File: config.mk
export PLATFORM = sky130hd
export DESIGN_NAME = regfile_dual_wb_flat
export DESIGN_NICKNAME = d
export VERILOG_FILES = /design/src/rtl/regfile_dual_wb_if.sv /design/src/rtl/regfile_dual_wb.sv /design/src/flat_wrapper.sv
export SDC_FILE = /design/constraint.sdc
export NUM_CORES = 2
export LEC_CHECK = 0
export ABC_AREA = 0
export CAP_MARGIN = 10
export CORE_MARGIN = 4
export CORE_UTILIZATION = 35
export DETAILED_ROUTE_END_ITERATION = 16
export SYNTH_ARGS = -nofsm -noshare
export SYNTH_HDL_FRONTEND = slang
export SYNTH_SLANG_ARGS = --single-unit
File: constraint.sdc
create_clock -name clk -period 5 [get_ports clk]
set_input_delay 0.75 -clock clk [delete_from_list [all_inputs] [get_ports clk]]
set_output_delay 0.75 -clock clk [all_outputs]
set_load 0.03 [all_outputs]
File: src/rtl/regfile_dual_wb_if.sv
// Register-file port bundle: four decode read ports, two writeback write ports and the collision flag.
// The regfile side uses the slave modport; the decode/writeback side uses master.
interface regfile_dual_wb_if #(
  parameter int unsigned DATA_WIDTH    = 32,
  parameter int unsigned RF_ADDR_WIDTH = 5
);
  logic [RF_ADDR_WIDTH-1:0] Decode_Rs1Addr_0;
  logic [RF_ADDR_WIDTH-1:0] Decode_Rs2Addr_0;
  logic [RF_ADDR_WIDTH-1:0] Decode_Rs1Addr_1;
  logic [RF_ADDR_WIDTH-1:0] Decode_Rs2Addr_1;
  logic [DATA_WIDTH-1:0]    RF_Rs1Data_0;
  logic [DATA_WIDTH-1:0]    RF_Rs2Data_0;
  logic [DATA_WIDTH-1:0]    RF_Rs1Data_1;
  logic [DATA_WIDTH-1:0]    RF_Rs2Data_1;
  logic [RF_ADDR_WIDTH-1:0] MemWb_RdAddr_0;
  logic                     MemWb_RdWrtEn_0;
  logic [DATA_WIDTH-1:0]    Wb_DataWrt_0;
  logic [RF_ADDR_WIDTH-1:0] MemWb_RdAddr_1;
  logic                     MemWb_RdWrtEn_1;
  logic [DATA_WIDTH-1:0]    Wb_DataWrt_1;
  logic                     RF_WrtCollision;

  modport slave (
    input  Decode_Rs1Addr_0, Decode_Rs2Addr_0, Decode_Rs1Addr_1, Decode_Rs2Addr_1,
    input  MemWb_RdAddr_0, MemWb_RdWrtEn_0, Wb_DataWrt_0,
    input  MemWb_RdAddr_1, MemWb_RdWrtEn_1, Wb_DataWrt_1,
    output RF_Rs1Data_0, RF_Rs2Data_0, RF_Rs1Data_1, RF_Rs2Data_1,
    output RF_WrtCollision
  );

  modport master (
    output Decode_Rs1Addr_0, Decode_Rs2Addr_0, Decode_Rs1Addr_1, Decode_Rs2Addr_1,
    output MemWb_RdAddr_0, MemWb_RdWrtEn_0, Wb_DataWrt_0,
    output MemWb_RdAddr_1, MemWb_RdWrtEn_1, Wb_DataWrt_1,
    input  RF_Rs1Data_0, RF_Rs2Data_0, RF_Rs1Data_1, RF_Rs2Data_1,
    input  RF_WrtCollision
  );
endinterface

File: src/rtl/regfile_dual_wb.sv
// Dual-issue integer register file: 4 async read ports, 2 sync write ports, x0 hardwired to zero.
// Optional macro RF_WRITE_BYPASS_EN forwards same-cycle write data onto matching read ports.
module regfile_dual_wb #(
  parameter int unsigned DATA_WIDTH    = 32,
  parameter int unsigned RF_ADDR_WIDTH = 5,
  parameter int unsigned RF_NUM        = 32
) (
  input  logic                   clk,
  input  logic                   rst_n,
  regfile_dual_wb_if.slave       rf_if
);

  localparam int unsigned NUM_RD_PORTS = 4;

  logic [DATA_WIDTH-1:0]    regs_q   [1:RF_NUM-1];
  logic [DATA_WIDTH-1:0]    regs_d   [1:RF_NUM-1];
  logic                     wen_c    [1:RF_NUM-1];
  logic                     sel1_c   [1:RF_NUM-1];
  logic [DATA_WIDTH-1:0]    rd_view_c[RF_NUM];
  logic [RF_ADDR_WIDTH-1:0] ra_c     [NUM_RD_PORTS];
  logic [DATA_WIDTH-1:0]    rdata_c  [NUM_RD_PORTS];
  logic                     wrt_collision_q;
  logic                     wrt_collision_d;
  logic                     wr_active_0_c;
  logic                     wr_active_1_c;

  // Write qualification: an enabled write to x0 is a no-op.
  always_comb begin
    wr_active_0_c = rf_if.MemWb_RdWrtEn_0 & (rf_if.MemWb_RdAddr_0 != '0);
    wr_active_1_c = rf_if.MemWb_RdWrtEn_1 & (rf_if.MemWb_RdAddr_1 != '0);
  end

  // Per-register write decode; slot 1 (younger) wins a same-rd collision.
  always_comb begin
    for (int unsigned i = 1; i < RF_NUM; i++) begin
      sel1_c[i] = rf_if.MemWb_RdWrtEn_1 & (rf_if.MemWb_RdAddr_1 == RF_ADDR_WIDTH'(i));
      wen_c[i]  = (rf_if.MemWb_RdWrtEn_0 & (rf_if.MemWb_RdAddr_0 == RF_ADDR_WIDTH'(i)))
                | sel1_c[i];
      regs_d[i] = regs_q[i];
      if (wen_c[i]) begin
        regs_d[i] = sel1_c[i] ? rf_if.Wb_DataWrt_1 : rf_if.Wb_DataWrt_0;
      end
    end
  end

  always_comb begin
    wrt_collision_d = wr_active_0_c & wr_active_1_c
                    & (rf_if.MemWb_RdAddr_0 == rf_if.MemWb_RdAddr_1);
  end

  always_ff @(posedge clk or negedge rst_n) begin
    if (!rst_n) begin
      for (int unsigned i = 1; i < RF_NUM; i++) begin
        regs_q[i] <= '0;
      end
      wrt_collision_q <= 1'b0;
    end else begin
      for (int unsigned i = 1; i < RF_NUM; i++) begin
        regs_q[i] <= regs_d[i];
      end
      wrt_collision_q <= wrt_collision_d;
    end
  end

  // Flat read view with x0 as a constant zero entry.
  always_comb begin
    rd_view_c[0] = '0;
    for (int unsigned i = 1; i < RF_NUM; i++) begin
      rd_view_c[i] = regs_q[i];
    end
  end

  always_comb begin
    ra_c[0] = rf_if.Decode_Rs1Addr_0;
    ra_c[1] = rf_if.Decode_Rs2Addr_0;
    ra_c[2] = rf_if.Decode_Rs1Addr_1;
    ra_c[3] = rf_if.Decode_Rs2Addr_1;
  end

  // Read mux; with bypass enabled, in-flight write data overrides the stored value.
  always_comb begin
    for (int unsigned p = 0; p < NUM_RD_PORTS; p++) begin
      rdata_c[p] = rd_view_c[ra_c[p]];
`ifdef RF_WRITE_BYPASS_EN
      if (wr_active_1_c && (rf_if.MemWb_RdAddr_1 == ra_c[p])) begin
        rdata_c[p] = rf_if.Wb_DataWrt_1;
      end else if (wr_active_0_c && (rf_if.MemWb_RdAddr_0 == ra_c[p])) begin
        rdata_c[p] = rf_if.Wb_DataWrt_0;
      end
`endif
    end
  end

  assign rf_if.RF_Rs1Data_0    = rdata_c[0];
  assign rf_if.RF_Rs2Data_0    = rdata_c[1];
  assign rf_if.RF_Rs1Data_1    = rdata_c[2];
  assign rf_if.RF_Rs2Data_1    = rdata_c[3];
  assign rf_if.RF_WrtCollision = wrt_collision_q;

endmodule

File: src/flat_wrapper.sv
// flat-port wrapper written by rule: the top's interface ports become plain ports
module regfile_dual_wb_flat 
#(
  parameter int unsigned DATA_WIDTH    = 32,
  parameter int unsigned RF_ADDR_WIDTH = 5,
  parameter int unsigned RF_NUM        = 32
)
  (clk, rst_n, rf_if_Decode_Rs1Addr_0, rf_if_Decode_Rs2Addr_0, rf_if_Decode_Rs1Addr_1, rf_if_Decode_Rs2Addr_1, rf_if_MemWb_RdAddr_0, rf_if_MemWb_RdWrtEn_0, rf_if_Wb_DataWrt_0, rf_if_MemWb_RdAddr_1, rf_if_MemWb_RdWrtEn_1, rf_if_Wb_DataWrt_1, rf_if_RF_Rs1Data_0, rf_if_RF_Rs2Data_0, rf_if_RF_Rs1Data_1, rf_if_RF_Rs2Data_1, rf_if_RF_WrtCollision);
  regfile_dual_wb_if #(.DATA_WIDTH(DATA_WIDTH), .RF_ADDR_WIDTH(RF_ADDR_WIDTH)) rf_if_i ();
  input  logic clk;
  input  logic rst_n;
  input wire logic [$bits(rf_if_i.Decode_Rs1Addr_0)-1:0] rf_if_Decode_Rs1Addr_0;
  input wire logic [$bits(rf_if_i.Decode_Rs2Addr_0)-1:0] rf_if_Decode_Rs2Addr_0;
  input wire logic [$bits(rf_if_i.Decode_Rs1Addr_1)-1:0] rf_if_Decode_Rs1Addr_1;
  input wire logic [$bits(rf_if_i.Decode_Rs2Addr_1)-1:0] rf_if_Decode_Rs2Addr_1;
  input wire logic [$bits(rf_if_i.MemWb_RdAddr_0)-1:0] rf_if_MemWb_RdAddr_0;
  input wire logic [$bits(rf_if_i.MemWb_RdWrtEn_0)-1:0] rf_if_MemWb_RdWrtEn_0;
  input wire logic [$bits(rf_if_i.Wb_DataWrt_0)-1:0] rf_if_Wb_DataWrt_0;
  input wire logic [$bits(rf_if_i.MemWb_RdAddr_1)-1:0] rf_if_MemWb_RdAddr_1;
  input wire logic [$bits(rf_if_i.MemWb_RdWrtEn_1)-1:0] rf_if_MemWb_RdWrtEn_1;
  input wire logic [$bits(rf_if_i.Wb_DataWrt_1)-1:0] rf_if_Wb_DataWrt_1;
  output wire logic [$bits(rf_if_i.RF_Rs1Data_0)-1:0] rf_if_RF_Rs1Data_0;
  output wire logic [$bits(rf_if_i.RF_Rs2Data_0)-1:0] rf_if_RF_Rs2Data_0;
  output wire logic [$bits(rf_if_i.RF_Rs1Data_1)-1:0] rf_if_RF_Rs1Data_1;
  output wire logic [$bits(rf_if_i.RF_Rs2Data_1)-1:0] rf_if_RF_Rs2Data_1;
  output wire logic [$bits(rf_if_i.RF_WrtCollision)-1:0] rf_if_RF_WrtCollision;
  assign rf_if_i.Decode_Rs1Addr_0 = rf_if_Decode_Rs1Addr_0;
  assign rf_if_i.Decode_Rs2Addr_0 = rf_if_Decode_Rs2Addr_0;
  assign rf_if_i.Decode_Rs1Addr_1 = rf_if_Decode_Rs1Addr_1;
  assign rf_if_i.Decode_Rs2Addr_1 = rf_if_Decode_Rs2Addr_1;
  assign rf_if_i.MemWb_RdAddr_0 = rf_if_MemWb_RdAddr_0;
  assign rf_if_i.MemWb_RdWrtEn_0 = rf_if_MemWb_RdWrtEn_0;
  assign rf_if_i.Wb_DataWrt_0 = rf_if_Wb_DataWrt_0;
  assign rf_if_i.MemWb_RdAddr_1 = rf_if_MemWb_RdAddr_1;
  assign rf_if_i.MemWb_RdWrtEn_1 = rf_if_MemWb_RdWrtEn_1;
  assign rf_if_i.Wb_DataWrt_1 = rf_if_Wb_DataWrt_1;
  assign rf_if_RF_Rs1Data_0 = rf_if_i.RF_Rs1Data_0;
  assign rf_if_RF_Rs2Data_0 = rf_if_i.RF_Rs2Data_0;
  assign rf_if_RF_Rs1Data_1 = rf_if_i.RF_Rs1Data_1;
  assign rf_if_RF_Rs2Data_1 = rf_if_i.RF_Rs2Data_1;
  assign rf_if_RF_WrtCollision = rf_if_i.RF_WrtCollision;
  regfile_dual_wb #(.DATA_WIDTH(DATA_WIDTH), .RF_ADDR_WIDTH(RF_ADDR_WIDTH), .RF_NUM(RF_NUM)) u_core (.clk(clk), .rst_n(rst_n), .rf_if(rf_if_i));
endmodule
Word level (Yosys, flattened, before mapping)
Index checks and enable logic that the tools add are counted.
{ "word_totals": {"regBits": 993, "out_inout_bits": 129, "word_cells": 245, "input_bits": 98} }
{ "classes": {"reduce_logical": 2, "n_eq_ne": 63, "bitwise": 101, "order_cmp": 4, "n_mux": 43} }
{ "op_table": {"columns": ["op", "n"], "rows": [
  ["32-bit two-way mux", 39],
  ["32-bit binary-select mux with 5-bit select", 4],
  ["5-bit == test (second input constant)", 32],
  ["5-bit by 4-bit == test with 1-bit output (second input constant)", 16],
  ["1-bit AND", 66],
  ["5-bit by 3-bit == test with 1-bit output (second input constant)", 8],
  ["1-bit OR", 31],
  ["6-bit greater-or-equal comparator (second input constant)", 4],
  ["5-bit inverter with 6-bit output", 4],
  ["5-bit by 2-bit == test with 1-bit output (second input constant)", 4],
  ["5-bit by 1-bit == test with 1-bit output (second input constant)", 2],
  ["5-bit nonzero test", 2],
  ["5-bit == test", 1]
]} }

Longest topological paths before layout
{ "logic_depth": {"word_depth": 4, "ltp_mapped": 9, "depth_no_buf": 4} }

Worst setup path after synthesis
OpenSTA, ideal clock, no wires.
{ "synth_path": {"kind": "input port to output port", "from": "input port rf_if_Decode_Rs1Addr_0[0]", "to": "output port rf_if_RF_Rs1Data_0[30]", "slack_ns": 1.644, "path_stages": 8, "arrival_time_ns": 2.606, "path_cell_list": "buf_2 buf_6 buf_6 buf_6 buf_2 mux2i_1 a211oi_1 o31ai_1"} }
{ "synth_via": {"elab_chain_len": 4} }
{ "synth_lines": {"columns": ["item", "line", "source"], "rows": [
  ["from (decl)", "flat_wrapper.sv:12", "input wire logic [$bits(rf_if_i.Decode_Rs1Addr_0)-1:0] rf_if_Decode_Rs1Addr_0;"],
  ["5-bit inverter with 6-bit output (implied by the code)", "regfile_dual_wb.sv:83", "rdata_c[p] = rd_view_c[ra_c[p]];"],
  ["32-bit binary-select mux with 5-bit select", "regfile_dual_wb.sv:83", null],
  ["32-bit two-way mux (implied by the code) (2 in a row)", "regfile_dual_wb.sv:83", null],
  ["to (decl)", "flat_wrapper.sv:22", "output wire logic [$bits(rf_if_i.RF_Rs1Data_0)-1:0] rf_if_RF_Rs1Data_0;"]
]} }
No other way between the ends. The select of a mux whose other input is x is not followed.

Final worst setup path
{ "layout_path": {"from": "input port rf_if_Decode_Rs2Addr_0[0]", "to": "output port rf_if_RF_Rs2Data_0[14]"} }
{ "layout_via": {"elab_chain_len": 4} }
{ "layout_lines": {"columns": ["item", "line", "source"], "rows": [
  ["from (decl)", "flat_wrapper.sv:13", "input wire logic [$bits(rf_if_i.Decode_Rs2Addr_0)-1:0] rf_if_Decode_Rs2Addr_0;"],
  ["5-bit inverter with 6-bit output (implied by the code)", "regfile_dual_wb.sv:83", null],
  ["32-bit binary-select mux with 5-bit select", "regfile_dual_wb.sv:83", null],
  ["32-bit two-way mux (implied by the code) (2 in a row)", "regfile_dual_wb.sv:83", null],
  ["to (decl)", "flat_wrapper.sv:23", "output wire logic [$bits(rf_if_i.RF_Rs2Data_0)-1:0] rf_if_RF_Rs2Data_0;"]
]} }
No other way between the ends. The select of a mux whose other input is x is not followed.

==> out/qor.txt <==
Worst Tran Pin Value - 1.359 ns
Top cells by area, synth - dfrtp_1 32%, mux4_2 22%, mux2i_1 18%, a22o_1 4.3%, a21oi_1 3.3%
Largest net degree at the start of global routing - 170
Total GRT Usage - 30.46%
Ports - 227
P_int - 22.65 mW
Gpl congestion - 0.9538
Initial antenna violation count - 24
Mean Syn Cell Area - 10.72 um^2
WL/cell - 35.61 um
Met1 GRT Util - 37.84%
Clk_skew - 0 ns
CTS tree - done
Post-Synth XOR/XNOR Area - 0.04457%
Die width - 481.9 um
CP Cell Sequence - buf_8, nor2b_4, buf_4, a22o_1, a211oi_1, o31ai_1, clkdlybuf4s50_1
Register-to-Register Path Depth - 2
Inst Count DP - 9970
Vias in the first global route - 66540
Core Area - 222700 um^2
Drt first-iter violations - 11070
TritonRoute pass-1 iters - 6
Gr busiest metal - met2
Data arrival, critical path - 3.85 ns
Largest family of logic cells by synthesized area - multiplexers
Area grow syn2layout - 14.15%
Register area share after synthesis - 31.61%
Final std cells w/o fill - 10230
Clock Path Buffers - 3
Yosys warns - 0
Die H - 481.9 um
Tmin final - 4.603 ns
DR vias - 69490
Fin nets - 7230
Switching fraction of total power - 35.42%
Crit-path slowest cell - clkdlybuf4s50_1
Worst setup EP type - output port
CP startpoint kind - primary input
Post-route ant nets - 0
Syn Inst Count - 7332
Proportion of synthesized area in mux cells - 41.37%
Post-Synth Adder-Cell Area - 0%
Initial Utilization - 35.29%
Final Setup Violations - 0
Total CTS buffers - 121
# rows - 173
Global-route wire length before repair - 509700 um
Util after Layout - 40.28%
Final Total Pwr - 35.08 mW
Yosys reg bits - 993
Final hold viol count - 0
Clk slew on worst S/H paths - 0.08 ns
H-tree depth - 3
PortBufs - 226
Leak Pwr - 37.91 nW
Share of cells above drive strength 1 - 23.40%
Final Cycle Share - 92.07%
TNS Setup - 0 ns
Sink Count - 993
Psw - 12.43 mW
Hold WC Path Type - primary input to asynchronous set/reset pin
Clock group share of total power - 28.6%
DP Wirelength - 226000 um
Slew Limit Fails - 0
CP Max Fanout - 31
WP buf/inv - 3
Syn_nets - 7430
Async set or reset register ratio after synthesis - 100.0%
Count leader, synth - mux2i_1
Primary FF master, synth - dfrtp_1
WP data required - 4.25 ns
Leading area contributor after synthesis - dfrtp_1
Post-synthesis simple-gate area fraction - 6.686%
RSZ-0062 raised after global routing - false
Maximum vdd drop - 0.2802 mV
Pwr Density - 391.0 nW/um^2
Post-DP Area - 84940 um^2
Max-cap violations - 0
CTS Root Cell - clkbuf_16
Clk Latency, worst-skew pair - 0.80 ns
Flop pwr share - 37.2%
Post-synthesis compound-gate area fraction - 14.89%
Die area - 232200 um^2
Most instantiated cells after synthesis - 1378 x mux2i_1, 993 x dfrtp_1, 768 x mux4_2, 586 x clkbuf_1, 539 x nor2_1
Routing usage on met3 - 10.38%
Top delay family on crit path - buffers and inverters
Post-route cell area - 89720 um^2
Total gr overflow - 0
DRC Markers - 0
Setup Buffers After CTS - 0
Crit-path max cell delay - 0.80 ns
Cell variety after synth - 39
Synthesized cell area - 78600 um^2
Fmax - 217.2 MHz
Final WL - 364100 um
Slew headroom - 9.129%
Critical Setup Path Class - primary input to output port
CP Depth - 7
Combinational share of power - 34.2%
Post-synth top area share - 31.61%
Vias per inst - 6.795
Number of synthesized flops with an enable pin - 0
Outcome - finished clean
Met2 Use GR - 44.88%
## power groups by stage
| stage | registers, mW | clock network (mW) | logic, mW |
|---|---|---|---|
| after floorplan | 12.0 | 0 | 8.55 |
| after global placement | 12.7 | 0 | 11.5 |
| after detailed placement | 12.9 | 0 | 11.8 |
| after CTS | 12.8 | 10.1 | 11.8 |
| after global routing | 13.3 | 10.4 | 12.7 |
| final | 13.0 | 10.0 | 12.0 |
## repair_timing
action,CTS,global route
endpoints found under the hold margin,31,0
gates resized for setup,0,0
hold buffers,1,0
## worst paths after layout
| check | startpoint | end | slack (ns) |
|---|---|---|---|
| max | rf_if_Decode_Rs2Addr_0[0] | rf_if_RF_Rs2Data_0[14] | 0.40 |
| min | rst_n | u_core.rf_if.RF_WrtCollision | 0.52 |
| max reg2reg | u_core.rd_view_c[517] | u_core.rd_view_c[517] | 4.10 |
| min reg2reg | u_core.rd_view_c[380] | u_core.rd_view_c[380] | 0.63 |
| max in group asynchronous | rst_n | u_core.rd_view_c[652] | 2.90 |
| min in group clk | rf_if_Wb_DataWrt_1[16] | u_core.rd_view_c[720] | 0.53 |
## state kept, by name (all words and copies together), names as in the netlist
register and count:
u_core.rd_view_c 992, u_core.rf_if.RF_WrtCollision 1
## cells by family (layout without fill, tap and decap cells)
family	Yosys count	count (layout)
flops	993	993
mux	2273	2273
compound gates	1890	1890
buf+inv	928	832
simple gates	1244	1244
other cells	0	16
xor+xnor	4	4
## per-layer routing
layer / wire (um) / part of all wire [%] / vias to the layer above
met2: 156100 / 43 / 5933
li1: - / - / 27590
met4: 29640 / 8.1 / 8
met1: 129400 / 36 / 34410
met3: 48960 / 13 / 1558
met5: 58 / 0.016 / -
## cell type report
class / count / area [um^2]
flip-flops and latches: 993 / 24850
repair buffers: 600 / 6619
well taps: 2975 / 3722
multi-input cells: 5411 / 50060
diodes: 16 / 40.04
fillers: 21060 / 133000
inverters: 5 / 18.77
clock buffers: 162 / 3453
clock inverters: 65 / 959.7
## stage by stage
step	worst slack (ns)	hold slack (ns)
finish	0.3965	0.5174
global route	0.3898	0.5230
CTS	0.5932	0.4789
detailed placement	0.5960	0.6105
global placement	0.5990	0.5938
floorplan	1.644	0.4544
## layout by cell type, fill, tap and decap left out, drive strengths merged, types with 2 or more instances in the layout
cell           count
mux2i           1378
dfrtp            993
mux4             768
o21ai            608
nor2             542
a21oi            514
nand2            510
buf              482
a22o             383
clkbuf           168
and2             133
o22ai            128
a211oi           128
o31ai            128
mux2             127
clkdlybuf4s50    111
clkinv            33
bufinv            22
nor2b             19
diode             16
inv               11
nand2b             9
nand3              5
xnor2              4
clkinvlp           4
or2                4
or3                4
and4b              3
nand4b             3
nand4bb            3
nor4bb             3
nor3               2
Note: power is estimated with default switching activity, not from simulation.
